<file path="config.mk">
export PLATFORM = sky130hd
export DESIGN_NAME = mem_hit_responder
export DESIGN_NICKNAME = d
export VERILOG_FILES = /design/src/rtl/mem_hit_responder.sv
export SDC_FILE = /design/constraint.sdc
export NUM_CORES = 1
export LEC_CHECK = 0
export ABC_CLOCK_PERIOD_IN_PS = 3000
export BUFFER_PORTS_ARGS = -buffer_cell sky130_fd_sc_hd__buf_2
export CAP_MARGIN = 0
export CORE_ASPECT_RATIO = 0.8
export CORE_UTILIZATION = 35
export CTS_CLUSTER_SIZE = 12
export DETAILED_ROUTE_END_ITERATION = 8
export HOLD_SLACK_MARGIN = 0.12
export SKIP_CTS_REPAIR_TIMING = 1
export SYNTH_ARGS = -nofsm -noshare
export SYNTH_HDL_FRONTEND = slang
export SYNTH_SLANG_ARGS = --single-unit
</file>
<file path="constraint.sdc">
create_clock -name CLK -period 3 [get_ports CLK]
set_input_delay 0 -clock CLK [delete_from_list [all_inputs] [get_ports CLK]]
set_output_delay 0 -clock CLK [all_outputs]
set_load 0.03 [all_outputs]
</file>
<file path="src/rtl/mem_hit_responder.sv">
// mem_hit_responder
// Memory-side responder for the control unit's request handshake. It arbitrates
// one single-port RAM between instruction and data requests. Data requests have
// priority: write first, then read, then instruction. Every access gets LAT wait
// states, so the datapath stall paths are exercised.
//
// Ports
//   CLK, RST            clock and synchronous active-high reset
//   halt                blocks new instruction grants; an access already in
//                       flight still completes
//   iREN, iaddr         instruction read request; held until ihit
//   dREN, dWEN, daddr,  data read/write request; held until dhit
//   dstore
//   ihit, dhit          one-cycle completion pulses
//   iload, dload        last fetched instruction / loaded data word
//   ramREN, ramWEN,     RAM command, address and write data
//   ramaddr, ramstore
//   ramload, ram_ready  RAM read data and completion qualifier
//   req_err             sticky flag: dREN and dWEN were high together
module mem_hit_responder #(
  parameter int LAT = 2,
  parameter int AW  = 32,
  parameter int DW  = 32
) (
  input  logic          CLK,
  input  logic          RST,
  input  logic          halt,
  input  logic          iREN,
  input  logic [AW-1:0] iaddr,
  input  logic          dREN,
  input  logic          dWEN,
  input  logic [AW-1:0] daddr,
  input  logic [DW-1:0] dstore,
  output logic          ihit,
  output logic          dhit,
  output logic [DW-1:0] iload,
  output logic [DW-1:0] dload,
  output logic          ramREN,
  output logic          ramWEN,
  output logic [AW-1:0] ramaddr,
  output logic [DW-1:0] ramstore,
  input  logic [DW-1:0] ramload,
  input  logic          ram_ready,
  output logic          req_err
);

  localparam int CW = (LAT > 1) ? $clog2(LAT) : 1;

  typedef enum logic [1:0] {IDLE = 2'd0, BUSY = 2'd1, RESP = 2'd2} state_t;
  typedef enum logic [1:0] {SEL_NONE = 2'd0, SEL_I = 2'd1, SEL_DR = 2'd2, SEL_DW = 2'd3} sel_t;

  state_t        state_q, state_d;
  sel_t          sel_q, sel_d;
  logic [CW-1:0] cnt_q, cnt_d;
  logic [AW-1:0] ramaddr_q, ramaddr_d;
  logic [DW-1:0] ramstore_q, ramstore_d;
  logic [DW-1:0] iload_q, iload_d;
  logic [DW-1:0] dload_q, dload_d;
  logic          req_err_q, req_err_d;
  logic          ihit_q, ihit_d;
  logic          dhit_q, dhit_d;
  logic          ramREN_q, ramREN_d;
  logic          ramWEN_q, ramWEN_d;
  logic          req_live_s;

  // Is the request that owns the current grant still being held?
  always_comb begin
    req_live_s = 1'b0;
    case (sel_q)
      SEL_I:   req_live_s = iREN;
      SEL_DR:  req_live_s = dREN;
      SEL_DW:  req_live_s = dWEN;
      default: req_live_s = 1'b0;
    endcase
  end

  // Next-state logic: arbitration, wait-state counting, capture and abort.
  always_comb begin
    state_d    = state_q;
    sel_d      = sel_q;
    cnt_d      = cnt_q;
    ramaddr_d  = ramaddr_q;
    ramstore_d = ramstore_q;
    iload_d    = iload_q;
    dload_d    = dload_q;
    req_err_d  = req_err_q;
    case (state_q)
      IDLE: begin
        // A simultaneous read+write is served as a write and flagged.
        if (dWEN) begin
          sel_d      = SEL_DW;
          ramaddr_d  = daddr;
          ramstore_d = dstore;
          cnt_d      = CW'(LAT - 1);
          state_d    = BUSY;
          if (dREN) begin
            req_err_d = 1'b1;
          end else begin
            req_err_d = req_err_q;
          end
        end else if (dREN) begin
          sel_d     = SEL_DR;
          ramaddr_d = daddr;
          cnt_d     = CW'(LAT - 1);
          state_d   = BUSY;
        end else if (iREN && !halt) begin
          sel_d     = SEL_I;
          ramaddr_d = iaddr;
          cnt_d     = CW'(LAT - 1);
          state_d   = BUSY;
        end else begin
          sel_d   = SEL_NONE;
          state_d = IDLE;
        end
      end
      BUSY: begin
        // Abort takes precedence over completion: no hit, no load update.
        if (!req_live_s) begin
          sel_d   = SEL_NONE;
          state_d = IDLE;
        end else if (cnt_q != CW'(0)) begin
          cnt_d = cnt_q - CW'(1);
        end else if (ram_ready) begin
          if (sel_q == SEL_I) begin
            iload_d = ramload;
          end else if (sel_q == SEL_DR) begin
            dload_d = ramload;
          end else begin
            dload_d = dload_q;
          end
          state_d = RESP;
        end else begin
          state_d = BUSY;
        end
      end
      RESP: begin
        sel_d   = SEL_NONE;
        state_d = IDLE;
      end
      default: begin
        sel_d   = SEL_NONE;
        state_d = IDLE;
      end
    endcase
  end

  // Outputs are decoded from the next state so they are registered yet aligned
  // with the state they belong to.
  always_comb begin
    ramREN_d = (state_d == BUSY) && ((sel_d == SEL_I) || (sel_d == SEL_DR));
    ramWEN_d = (state_d == BUSY) && (sel_d == SEL_DW);
    ihit_d   = (state_d == RESP) && (sel_d == SEL_I);
    dhit_d   = (state_d == RESP) && ((sel_d == SEL_DR) || (sel_d == SEL_DW));
  end

  // State and output registers with synchronous reset.
  always_ff @(posedge CLK) begin
    if (RST) begin
      state_q    <= IDLE;
      sel_q      <= SEL_NONE;
      cnt_q      <= '0;
      ramaddr_q  <= '0;
      ramstore_q <= '0;
      iload_q    <= '0;
      dload_q    <= '0;
      req_err_q  <= 1'b0;
      ihit_q     <= 1'b0;
      dhit_q     <= 1'b0;
      ramREN_q   <= 1'b0;
      ramWEN_q   <= 1'b0;
    end else begin
      state_q    <= state_d;
      sel_q      <= sel_d;
      cnt_q      <= cnt_d;
      ramaddr_q  <= ramaddr_d;
      ramstore_q <= ramstore_d;
      iload_q    <= iload_d;
      dload_q    <= dload_d;
      req_err_q  <= req_err_d;
      ihit_q     <= ihit_d;
      dhit_q     <= dhit_d;
      ramREN_q   <= ramREN_d;
      ramWEN_q   <= ramWEN_d;
    end
  end

  assign ihit     = ihit_q;
  assign dhit     = dhit_q;
  assign iload    = iload_q;
  assign dload    = dload_q;
  assign ramREN   = ramREN_q;
  assign ramWEN   = ramWEN_q;
  assign ramaddr  = ramaddr_q;
  assign ramstore = ramstore_q;
  assign req_err  = req_err_q;

endmodule
</file>
==> metrics.md, run 1 <==
| Metric | Value |
|---|---|
| Status | `completed` |
| Final worst slack | `0.6758 ns` |
| Slew HR | `0.5037` |
| Vias in the first global route | `4943` |
| Synth area leader | `dfxtp_1` |
| Period utilization | `0.7747` |
| ANT nets after route | `0` |
| Worst VDD drop | `0.4048 mV` |
| Drt first pass iters | `4` |
| Worst setup EP type | `flip-flop` |
| Syn Nets | `791` |
| Final Hold Viols | `0` |
| CTS Root Cell | `clkbuf_16` |
| Layout net count | `1161` |
| Primary FF master, synth | `dfxtp_1` |
| IO buf count | `267` |
| CP arrival | `2.68 ns` |
| Async SR Flop Fraction | `0` |
| CTS H-tree lvls | `4` |
| LEAKAGE | `3.866 nW` |
| Mean routed wirelength per cell | `14.04 um` |
| Register area share after synthesis | `0.5329` |
| Total Routed Length | `17150 um` |
| Synth Warn # | `0` |
| Die area | `15300 um2` |
| Crit Path Class | `reg2reg` |
| Largest net degree at the start of global routing | `69` |
| Pwr dens | `581.2 nW/um2` |
| Via count | `5804` |
| Min cycle time layout | `2.324 ns` |
| Slowest cell on the critical path | `dlygate4sd3_1` |
| Fillers | `1299` |
| Final GP Congestion | `0.8070` |
| Cells after Synth | `655` |
| N_diodes | `0` |
| Top post-synthesis cells by count | `nand2_1 (226), dfxtp_1 (138), a21oi_1 (99)` |
| Setup_tns | `0 ns` |
| RSZ-0062 raised after global routing | `no` |
| CP Launch Type | `flip-flop` |
| Power Total | `0.004933 W` |
| Skew-Pair Late Insertion Delay | `0.41 ns` |
| Detailed placer's ending HPWL | `10170 um` |
| Required time worst endpoint | `3.35 ns` |
| CTS Buf Count | `17` |
| 1st-iter DRT viols | `348` |
| Top cell type's share of synthesized area | `0.5329` |
| Synth Area per Inst | `7.914 um2` |
| Fmax | `0.4302 GHz` |
| CP peak stage delay | `0.58 ns` |
| Clock Path Buffers | `2` |
| Clk sinks | `138` |
| Clock Skew | `0.008507 ns` |
| Final Max Slew Viols | `0` |
| Worst Path Max Fanout | `66` |
| P&R area growth vs syn | `63.72%` |
| Slew @ Worst Pin | `0.7444 ns` |
| Die Y | `110.9 um` |
| Post-synth EDFFs | `0` |
| Post-DP Area | `6606 um2` |
| Number of max-cap violations | `0` |
| First-pass GRT wire length | `25070 um` |
| Synth cell types | `35` |
| CTS tree | `yes` |
| Most frequent cell after synthesis | `nand2_1` |
| Initial antenna violation count | `0` |
| Min-Delay Path Class | `in2reg` |
| Vias per inst | `4.750` |
| Setup Slack @ Placement | `1.303 ns` |
| #FFs+latches synth | `138` |
| Total GRT Usage | `0.2027` |
| # IOs | `268` |
| Core Rows | `39` |
| Synth area leaders | `dfxtp_1 (53%), nand2_1 (16%), a21oi_1 (9.6%)` |
| GR Overflow Total | `0` |
| Layout cells sized above 1 | `0.3025` |
| Core area | `14350 um2` |
| # setup viols final | `0` |
| CP Cell Sequence | `nor2_2, a21boi_4, buf_4, nor2_1, a311oi_1, dlygate4sd3_1` |
| R2r setup slk | `0.68 ns` |
| DIE WIDTH | `138.1 um` |
| Cell Area, Synth | `5184 um2` |
| Final Cell Area | `8487 um2` |
| Worst hold slack | `0.1112 ns` |
| Number of remaining DRC errors | `0` |
| CTS clk-pin slew, worst paths | `0.06 ns` |
| Initial Util | `0.3613` |
## metal layers
| metal | vias to the layer above | routed length [um] | GRT usage |
|---|---|---|---|
| li1 | 2932 | - | - |
| met2 | 180 | 8458 | 0.3133 |
| met5 | - | 0 | 0 |
| met3 | 22 | 972 | 0.06091 |
| met4 | 0 | 257 | 0.07692 |
| met1 | 2670 | 7462 | 0.2648 |
## power breakdown
part | switching (W) | internal (W)
Combinational | 0.000471 | 0.000359
Sequential | 0.0000506 | 0.00193
Clock | 0.000814 | 0.00131
## final cells by class
class | instances | area (um2) | share of cell area
repair buffers | 406 | 2715 | 0.3199
well taps | 184 | 230.2 | 0.02713
clock buffers | 18 | 429.2 | 0.05057
clock inverters | 14 | 170.2 | 0.02005
multi-input cells | 457 | 2161 | 0.2546
inverters | 5 | 18.77 | 0.002211
flip-flops and latches | 138 | 2763 | 0.3255
## logic make-up (layout without fill, tap and decap cells)
logic type,count (synthesis),after routing,share of synthesized area
and+or+nand+nor,284,284,0.2163
AOI/OAI and AO/OA,171,171,0.1943
muxes,1,1,0.001931
DFF,138,138,0.5329
buffers and inverters,60,443,0.05214
adders and majority gates,1,1,0.002413
## registers in the layout, summed over array words and instances (netlist names)
name and cells:
sel_q 2, iload 32, ramREN 1, ramstore 32, dload 32, req_err 1, ramaddr 32, cnt_q 1
state_q 2, ramWEN 1, ihit 1, dhit 1
## stage by stage
step / utilization / std cells
finish: 0.5916 / 1222
global placement: 0.4605 / 1062
detailed placement: 0.4605 / 1062
global route: 0.5916 / 1222
CTS: 0.5023 / 1094
floorplan: - / 655
## worst max-delay path: cells and delay by family (launching register included)
family,cells,cell delay (ns)
simple gates,2,0.29
compound gates,2,0.48
buf+inv,2,1.11
flops,1,0.38
## path summary, 6_finish.rpt
path	start	to	cells past startpoint
setup / recovery	state_q[1]	ramaddr[1]	6
hold / removal	iREN	sel_q[0]	4
setup reg to reg	state_q[1]	ramaddr[1]	6
hold reg to reg	dload[7]	dload[7]	2
## layout by cell type (no fill, tap or decap), types with 3 or more instances in the layout
cell type | netlist | layout
bufinv_16 | 0 | 3
nand2_1 | 226 | 226
clkinv_4 | 0 | 4
buf_2 | 15 | 266
inv_1 | 5 | 5
dfxtp_1 | 138 | 138
a21oi_1 | 99 | 99
o21ai_0 | 33 | 33
clkinv_2 | 0 | 4
buf_4 | 5 | 11
a311oi_1 | 32 | 32
clkbuf_16 | 0 | 17
dlygate4sd3_1 | 0 | 128
nor2_1 | 40 | 39
No activity file was read; power rests on OpenSTA's default activity.
==> run 2: changes to the inputs <==
--- a/config.mk
+++ b/config.mk
@@ -5,7 +5,7 @@
 export SDC_FILE = /design/constraint.sdc
 export NUM_CORES = 1
 export LEC_CHECK = 0
-export ABC_CLOCK_PERIOD_IN_PS = 3000
+export ABC_CLOCK_PERIOD_IN_PS = 2100
 export BUFFER_PORTS_ARGS = -buffer_cell sky130_fd_sc_hd__buf_2
 export CAP_MARGIN = 0
 export CORE_ASPECT_RATIO = 0.8
@@ -13,6 +13,7 @@
 export CTS_CLUSTER_SIZE = 12
 export DETAILED_ROUTE_END_ITERATION = 8
 export HOLD_SLACK_MARGIN = 0.12
+export PLACE_DENSITY = 0.67
 export SKIP_CTS_REPAIR_TIMING = 1
 export SYNTH_ARGS = -nofsm -noshare
 export SYNTH_HDL_FRONTEND = slang
==> constraint.sdc (replaced) <==
create_clock -name CLK -period 2.1 [get_ports CLK]
set_input_delay 0 -clock CLK [delete_from_list [all_inputs] [get_ports CLK]]
set_output_delay 0 -clock CLK [all_outputs]
set_load 0.03 [all_outputs]
==> run 2 against run 1 <==
  * Clock skew fell by 0.0016 ns
  * Final cell count rose by 0.65%
  * Sequential cell count did not move
  * The flow now finishes with violations (setup timing)
==> metrics.md, run 2 (synthesis gave the netlist of run 1 again) <==
| Metric | Value |
|---|---|
| NetSw | `0.001845 W` |
| 1st-iter DRT viols | `382` |
| Hold Crit Start | `dWEN` |
| Required time worst endpoint | `2.45 ns` |
| N_diodes | `0` |
| Setup Slack @ Placement | `0.5041 ns` |
| P&R area growth vs syn | `65.22%` |
| Clock share of power | `0.421` |
| Most frequent cells in the layout | `buf_2 (266), nand2_1 (226), dfxtp_1 (138)` |
| Final GP Congestion | `0.7654` |
| R2r setup slk | `-0.004 ns` |
| Slew HR | `0.6735` |
| Clock Path Buffers | `2` |
| Period utilization | `1.002` |
| GR Overflow Total | `0` |
| Initial antenna violation count | `0` |
| Core Rows | `39` |
| DIE WIDTH | `138.1 um` |
| IO buf count | `267` |
| # IOs | `268` |
| Die Y | `110.9 um` |
| FF-to-FF End | `ramaddr[23]` |
| Switching part of the total | `0.2678` |
| CP peak stage delay | `0.61 ns` |
| Final std cells w/o fill | `1230` |
| Number of remaining DRC errors | `0` |
| Seq pwr share | `0.410` |
| Worst setup EP type | `flip-flop` |
| CTS Root Cell | `clkbuf_16` |
| CP Cell Sequence | `nor2_2, a21boi_4, buf_12, nor2_1, a311oi_1, dlygate4sd3_1` |
| Layout net count | `1170` |
| # setup viols final | `1` |
| Vias in the first global route | `4889` |
| CTS clk-pin slew, worst paths | `0.06 ns` |
| Slew @ Worst Pin | `0.4897 ns` |
| Die area | `15300 um2` |
| Fmax | `0.4753 GHz` |
| Number of max-cap violations | `0` |
| Core area | `14350 um2` |
| First-pass GRT wire length | `23720 um` |
| Final Max Slew Viols | `0` |
| LEAKAGE | `3.855 nW` |
| Min cycle time layout | `2.104 ns` |
| Total Routed Length | `17260 um` |
| Top Usage Layer GRT | `met2` |
| Crit Path Class | `reg2reg` |
| Total internal power | `0.005046 W` |
| WHS Path Cells | `3` |
| Status | `finished with violations` |
| CTS Buf Count | `17` |
| Skew-Pair Late Insertion Delay | `0.41 ns` |
| R2R depth | `6` |
| CP arrival | `2.45 ns` |
| Via count | `5922` |
| Mean routed wirelength per cell | `14.03 um` |
| Worst hold endpoint | `ramaddr[22]` |
| Final Hold Viols | `0` |
| Initial Util | `0.3613` |
| Detailed placer's ending HPWL | `9912 um` |
| ANT nets after route | `0` |
| CTS H-tree lvls | `4` |
| Failing checks | `setup timing` |
| CP Launch Type | `flip-flop` |
| Routing usage on met2 | `0.2980` |
| Clock Skew | `0.006941 ns` |
| Combinational share of power | `0.169` |
| CTS tree | `yes` |
| Vias per inst | `4.815` |
| Clk sinks | `138` |
| Slowest cell on the critical path | `dlygate4sd3_1` |
| Largest net degree at the start of global routing | `67` |
| # placed instances | `1063` |
| Commonest non-fill, non-tap cell in the layout | `buf_2` |
| Layout cells sized above 1 | `0.3002` |
| Min-Delay Path Class | `in2reg` |
| Total GRT Usage | `0.1905` |
| Post-DP Area | `6626 um2` |
| Worst Path Max Fanout | `66` |
| M1 GR Usage | `0.2425` |
| Pwr dens | `804.7 nW/um2` |
| Drt first pass iters | `4` |
| Final worst slack | `-0.003968 ns` |
| RR Startpoint | `state_q[1]` |
| Final Cell Area | `8564 um2` |
| Worst VDD drop | `0.6338 mV` |
| Met3 Resource Use GR | `0.06739` |
==> run 2: cell types whose count changed in the layout (fill, tap and decap cells not counted), sizes merged <==
cell         delta
buf             +1
bufinv          -1
clkinv          -4
dlygate4sd3     +8
clkinvlp        +2
clkbuf          +2
==> run 2: worst max-delay path, delay by kind of cell (launching register included) <==
kind	cells	cell delay, ns
buffers and inverters	2	0.88
and+or+nand+nor	2	0.26
AOI/OAI and AO/OA	2	0.50
DFF	1	0.38
==> run 2: cell type report <==
| cell class | count | area, um2 |
|---|---|---|
| clock buffer | 20 | 456.7 |
| clock inverter | 11 | 120.1 |
| fill | 1252 | 5782 |
| inverter | 5 | 18.77 |
| multi-input combinational | 457 | 2161 |
| sequential | 138 | 2763 |
| tap | 184 | 230.2 |
| timing repair buffer | 415 | 2815 |
==> run 2: how the worst max path moves through the flow <==
stage	slack, ns	depth (start not counted)	to	start
after floorplan	0.72	7	ramREN	state_q[0]
after global placement	0.55	5	dload[21]	state_q[0]
after detailed placement	0.50	5	dload[27]	state_q[0]
after CTS	0.49	5	dload[7]	state_q[0]
after global routing	-0.09	6	ramaddr[23]	state_q[1]
final	-0.004	6	ramaddr[23]	state_q[1]
==> run 2: per-stage QoR <==
stage | TNS [ns] | hold WS [ns] | utilization | total power (W)
2_1_floorplan | 0 | 0.1360 | - | 0.003480
3_3_place_gp | 0 | 0.2420 | 0.4619 | 0.003814
3_5_place_dp | 0 | 0.2465 | 0.4619 | 0.003819
4_1_cts | 0 | -0.1957 | 0.5021 | 0.006728
5_1_grt | -0.1285 | 0.1257 | 0.5970 | 0.007179
6_report | -0.003968 | 0.1064 | 0.5970 | 0.006892
==> run 2: power by group through the flow <==
stage	clock [W]	combinational [W]	sequential (W)
floorplan	0	0.000357	0.00312
global placement	0	0.000942	0.00287
detailed placement	0	0.000942	0.00288
CTS	0.00296	0.000945	0.00282
global route	0.00309	0.00125	0.00284
finish	0.00290	0.00117	0.00282
==> run 2: per-layer routing <==
layer  wire length, um  vias to the layer above  share of wire
met5                 0                        -              0
met4               274                        0          0.016
met3              1211                       23          0.070
met2              8406                      222           0.49
met1              7366                     2731           0.43
li1                  -                     2946              -
